<file path="src/rtl/pellet_tracker.sv">
// Pellet state engine: scans one pellet per clock against the latched player
// hitbox, tracking the eaten bitmap, score, dots left, fright timer and level clear.
module pellet_tracker #(
  parameter int                N_DOTS        = 32,
  parameter int                COORD_W       = 10,
  parameter logic [N_DOTS-1:0] POWER_MASK    = '0,
  parameter int                DOT_PTS       = 10,
  parameter int                POWER_PTS     = 50,
  parameter int                SCORE_W       = 16,
  parameter logic [23:0]       FRIGHT_CYCLES = 24'd500000
) (
  input  logic                         Clk,
  input  logic                         Reset,
  input  logic [N_DOTS*COORD_W-1:0]    dot_x,
  input  logic [N_DOTS*COORD_W-1:0]    dot_y,
  input  logic [COORD_W-1:0]           pX,
  input  logic [COORD_W-1:0]           pY,
  input  logic [COORD_W-1:0]           pS,
  input  logic                         frame_start,
  input  logic                         level_restart,
  output logic                         busy,
  output logic                         scan_done,
  output logic [N_DOTS-1:0]            eaten,
  output logic [$clog2(N_DOTS+1)-1:0]  dots_left,
  output logic                         eat_valid,
  output logic [$clog2(N_DOTS)-1:0]    eat_idx,
  output logic                         eat_power,
  output logic [SCORE_W-1:0]           score,
  output logic                         fright,
  output logic                         level_clear
);

  localparam int IW = $clog2(N_DOTS);
  localparam int DW = $clog2(N_DOTS+1);
  localparam int SW = SCORE_W + 32;
  localparam logic [SW-1:0] SCORE_MAX = SW'({SCORE_W{1'b1}});

  typedef enum logic [1:0] {IDLE, SCAN, DONE} state_t;

  state_t              state, next_state;
  logic [IW-1:0]       idx;
  logic [COORD_W-1:0]  lx, ly, ls;
  logic [23:0]         fright_cnt;
  logic                start, last, hit, is_power;
  logic [COORD_W-1:0]  cur_x, cur_y;
  logic signed [COORD_W:0] dx, dy;
  logic [COORD_W:0]    adx, ady;
  logic [31:0]         pts;
  logic [SW-1:0]       sum;
  logic [SCORE_W-1:0]  score_next;

  assign last = (idx == IW'(N_DOTS-1));

  always_ff @(posedge Clk or negedge Reset) begin
    if (!Reset) state <= IDLE;
    else        state <= next_state;
  end

  always_comb begin
    next_state = state;
    start      = 1'b0;
    busy       = 1'b0;
    scan_done  = 1'b0;
    case (state)
      IDLE: if (frame_start) begin
        next_state = SCAN;
        start      = 1'b1;
      end
      SCAN: begin
        busy = 1'b1;
        if (last) next_state = DONE;
      end
      DONE: begin
        scan_done = 1'b1;
        if (frame_start) begin
          next_state = SCAN;
          start      = 1'b1;
        end else begin
          next_state = IDLE;
        end
      end
      default: next_state = IDLE;
    endcase
    // A restart dominates everything, including a coincident frame strobe.
    if (level_restart) begin
      next_state = IDLE;
      start      = 1'b0;
    end
  end

  // Differences carry one extra sign bit so coordinates near the edges never wrap.
  always_comb begin
    cur_x = dot_x[idx*COORD_W +: COORD_W];
    cur_y = dot_y[idx*COORD_W +: COORD_W];
    dx    = $signed({1'b0, cur_x}) - $signed({1'b0, lx});
    dy    = $signed({1'b0, cur_y}) - $signed({1'b0, ly});
    adx   = dx[COORD_W] ? -dx : dx;
    ady   = dy[COORD_W] ? -dy : dy;
    is_power = POWER_MASK[idx];
    hit   = (state == SCAN) && !level_restart && !eaten[idx] &&
            (adx <= {1'b0, ls}) && (ady <= {1'b0, ls});
    pts   = is_power ? 32'(POWER_PTS) : 32'(DOT_PTS);
    sum   = SW'(score) + SW'(pts);
    score_next = (sum > SCORE_MAX) ? {SCORE_W{1'b1}} : sum[SCORE_W-1:0];
  end

  always_ff @(posedge Clk or negedge Reset) begin
    if (!Reset) begin
      idx         <= '0;
      lx          <= '0;
      ly          <= '0;
      ls          <= '0;
      eaten       <= '0;
      dots_left   <= DW'(N_DOTS);
      eat_valid   <= 1'b0;
      eat_idx     <= '0;
      eat_power   <= 1'b0;
      score       <= '0;
      fright_cnt  <= '0;
      level_clear <= 1'b0;
    end else begin
      eat_valid <= 1'b0;
      if (start) begin
        idx <= '0;
        lx  <= pX;
        ly  <= pY;
        ls  <= pS;
      end else if (state == SCAN && !last) begin
        idx <= idx + 1'b1;
      end
      if (level_restart) begin
        eaten       <= '0;
        dots_left   <= DW'(N_DOTS);
        level_clear <= 1'b0;
        fright_cnt  <= '0;
      end else begin
        if (hit) begin
          eaten[idx] <= 1'b1;
          dots_left  <= dots_left - 1'b1;
          eat_valid  <= 1'b1;
          eat_idx    <= idx;
          eat_power  <= is_power;
          score      <= score_next;
          if (dots_left == DW'(1)) level_clear <= 1'b1;
        end
        // Reload takes priority over the countdown, restarting the full duration.
        if (hit && is_power)         fright_cnt <= FRIGHT_CYCLES;
        else if (fright_cnt != '0)   fright_cnt <= fright_cnt - 1'b1;
      end
    end
  end

  assign fright = (fright_cnt != '0);

endmodule

</file>
<file path="config.mk">
export PLATFORM = sky130hd
export DESIGN_NAME = pellet_tracker
export DESIGN_NICKNAME = d
export VERILOG_FILES = /design/src/rtl/pellet_tracker.sv
export SDC_FILE = /design/constraint.sdc
export NUM_CORES = 1
export LEC_CHECK = 0
export ABC_CLOCK_PERIOD_IN_PS = 17240
export BUFFER_PORTS_ARGS = -buffer_cell sky130_fd_sc_hd__buf_2
export CORE_AREA = 3 3 282 284
export CTS_CLUSTER_SIZE = 28
export DETAILED_ROUTE_END_ITERATION = 10
export DIE_AREA = 0 0 285 287
export PLACE_DENSITY = 0.4
export RECOVER_POWER = 25
export SYNTH_ARGS = -nofsm -noshare
export SYNTH_HDL_FRONTEND = slang
export SYNTH_SLANG_ARGS = --single-unit
</file>
<file path="constraint.sdc">
create_clock -name Clk -period 17.24 [get_ports Clk]
set_input_delay 5.172 -clock Clk [delete_from_list [all_inputs] [get_ports Clk]]
set_output_delay 5.172 -clock Clk [all_outputs]
set_load 0.03 [all_outputs]
</file>
==> impl_metrics.json <==
{
  "ys_seq_area_share_pct": 24.8,
  "path_depth": 21,
  "num_vias": 13500,
  "fin_crit_sh_pct": 66.5,
  "antenna_found_initial": 43,
  "drc_errors": 0,
  "finClkSkew_ps": 20.1,
  "via_per_inst": 4.56,
  "dp_cells": 2901,
  "slew_violations": 119,
  "core_area_um2": 77300,
  "clock-root-buffer": "clkbuf_16",
  "hpwl_um": 70800,
  "reg2regPathDepth": 23,
  "grt_pass1_wl_um": 110000,
  "io_buffer_count": 737,
  "dr.pass1.iters": 5,
  "synth_edf_count": 0,
  "overflow": 0,
  "place_area_um2": 17100,
  "avgSynthCellArea_um2": 10.3,
  "start_kind": "input pin",
  "rsz0062_at_grt": "no",
  "worst-path-max-fanout": 28,
  "clk_latency_ps": 450,
  "cp.arrival_ps": 11780,
  "yosys_warnings": 0,
  "slew_headroom_pct": -129,
  "ant_nets": 0,
  "wl_um": 82100,
  "cts_buffers": 17,
  "synthesis.area_um2": 12300,
  "tritoncts": "yes",
  "initialDrtViolationCount": 906,
  "leakagePower_uw": 0.00793,
  "cts_buffer_depth": 2,
  "cts-htree-levels": 4,
  "max-vdd-ir-drop_mv": 0.0982,
  "grt_max_degree": 75,
  "cp.required_ps": 17550,
  "num-fill-cells": 8606,
  "syn_inst": 1192,
  "finalNonFillerCells": 2956,
  "ys_types": 73,
  "synth.largest_area_cell": "mux4_2",
  "finalPower_uw": 3280,
  "dp_worst_setup_slack_ps": 5310,
  "path_clk_slew_ps": 70,
  "period_needed_ps": 11470,
  "holdPathStages": 2,
  "cpLargestDelayFamily": "compound AO/OA/AOI/OAI gates",
  "ctsHoldBuffers": 0,
  "ys_seq_elements": 122,
  "synth.top_cells.by_area": "mux4_2 30%, dfrtp_1 25%, ha_1 5.3%, a22oi_1 4.1%, nand2_1 2.6%",
  "grt_use_total_pct": 19.3,
  "cts.sinks": 122,
  "place_congestion": 0.949,
  "timing.final.ws_setup_ps": 5770,
  "area_growth_pct": 44.4,
  "synth_nets": 1920,
  "hold_viol": 0,
  "hold_class": "register to register",
  "layout-drive-gt1-share_pct": 51.8,
  "path_class": "input pin to register",
  "synth_flop_cell": "dfrtp_1",
  "clock.fmax_ghz": 0.0872,
  "status": "finished, violations left",
  "wire_per_inst_um": 27.8,
  "initial_utilization_pct": 15.9,
  "powerDensity_nw_per_um2": 185,
  "row_count": 102,
  "setup_viol": 0,
  "synth-async-reset-ratio_pct": 100,
  "die_area_um2": 81800,
  "yosysTopAreaCellShare_pct": 29.8,
  "violations": "max-capacitance violations, max-slew violations",
  "grt_pass1_vias": 14200,
  "cp_num_buf_inv": 1,
  "worst_path_largest_cell_delay_ps": 790,
  "cp-end-kind": "register",
  "die_y_um": 287,
  "cap_violations": 2,
  "cts_setup_buffers": 0,
  "cts_resized": 0,
  "path_cells": "buf_2 -> mux4_2 -> a22oi_1 -> nand4_1 -> ha_1 -> o21ai_0 -> a2111oi_0 -> a311oi_1 -> and2_1 -> nand3_1 -> nand2_1 -> xnor2_1 -> ha_1 -> a21o_1 -> a21oi_1 -> o211ai_1 -> o31ai_1 -> and3_1 -> o221a_2 -> nand2_1 -> o22ai_1",
  "finalInstanceArea_um2": 17800,
  "die_x_um": 285,
  "slowest_stage": "a22oi_1",
  "setup_tns_ps": 0,
  "pin_count": 739,
  "layout.nets": 2608,
  "tightest_slew_ps": 3440
}
worst paths after layout:
| check | from | to | slack, ps |
|---|---|---|---|
| worst max-delay path | dot_x[203] | eaten[0]$_DFFE_PN0P_ | 5770 |
| worst min-delay path | eat_idx[2]$_DFFE_PN0P_ | eat_idx[2]$_DFFE_PN0P_ | 480 |
| worst max register to register | idx[0]$_DFFE_PN0P_ | eaten[0]$_DFFE_PN0P_ | 7680 |
| worst min register to register | eat_idx[2]$_DFFE_PN0P_ | eat_idx[2]$_DFFE_PN0P_ | 480 |
| max in group asynchronous | Reset | idx[1]$_DFFE_PN0P_ | 9240 |
| min in group asynchronous | Reset | fright_cnt[2]$_DFFE_PN0P_ | 5680 |
state kept, by name, summed over array words and instances, names as in the netlist:
name         flops
eaten           32
fright_cnt      24
score           16
ls              10
lx              10
ly              10
dots_left        6
eat_idx          5
idx              5
state            2
eat_valid        1
level_clear      1
per-stage QoR:
stage | utilization [%] | hold WS, ps
finish | 23.0 | 475
global route | 23.0 | 515
CTS | 22.9 | 472
detailed placement | 22.2 | 457
global placement | 22.2 | 454
floorplan | - | 487
routing by layer:
| metal | wire length, um | vias up | part of all wire [%] | GRT usage (%) |
|---|---|---|---|---|
| met1 | 32800 | 6692 | 40 | 23.1 |
| li1 | - | 6077 | - | - |
| met5 | 52 | - | 0.063 | 0 |
| met2 | 41000 | 606 | 50 | 33.4 |
| met4 | 1770 | 8 | 2.2 | 5.41 |
| met3 | 6490 | 84 | 7.9 | 5.92 |
layout by cell type (no fill, tap or decap), drive strengths merged, types with 8 or more instances in the layout:
cell type	Yosys	layout
a22o	12	12
nand4	22	22
nor2	81	81
xor2	17	17
o211ai	8	8
dfrtp	121	121
nor2b	18	18
clkbuf	59	22
inv	78	89
a31oi	12	12
xnor2	29	29
o21a	8	8
buf	29	752
a21oi	52	52
and3	16	16
nand2	86	86
ha	52	52
a21o	8	8
o22ai	29	29
o21ai	54	54
diode	0	23
nor3	23	23
nand3	20	20
mux4	165	165
or3	9	9
a22oi	68	68
nor4	12	12
nand2b	14	14
cell type report:
type | count | area, um2 | area share, %
Antenna cell | 23 | 57.6 | 0.324
Clock buffer | 17 | 425 | 2.39
Clock inverter | 15 | 168 | 0.943
Inverter | 78 | 293 | 1.65
Multi-Input combinational cell | 904 | 8640 | 48.6
Sequential cell | 122 | 3060 | 17.2
Tap cell | 1040 | 1300 | 7.32
Timing Repair Buffer | 757 | 3830 | 21.5
worst min-delay path, delay by kind of cell (launching register included):
kind	cells	cell delay [ps]
and+or+nand+nor	2	100
DFF	1	350
cells by family (layout without fill, tap and decap cells):
group | after synthesis | count (layout) | share of synthesized area [%]
flops | 122 | 122 | 24.8
mux | 176 | 176 | 31.2
simple gates | 336 | 336 | 13.8
other cells | 1 | 24 | 0.0305
buf+inv | 166 | 867 | 5.58
xor+xnor | 46 | 46 | 3.27
compound gates | 291 | 291 | 15.8
fa+ha+maj | 54 | 54 | 5.61
cells in the mapped netlist, types with 20 or more instances:
library cell and n:
clkbuf_1 59, xnor2_1 29, nor3_1 23, mux4_2 163
nand2_1 86, o22ai_1 29, ha_1 52, dfrtp_1 121
nor2_1 81, o21ai_0 54, buf_2 21, nand3_1 20
a22oi_1 67, inv_1 77, a21oi_1 52, nand4_1 22
power by group:
group	leakage (uW)	switching [uW]	internal (uW)	total, uW
clock	0.000287	165	207	372
sequential	0.00161	91.6	346	437
combinational	0.00602	1400	1070	2470
Note: power is estimated with default switching activity, not from simulation.
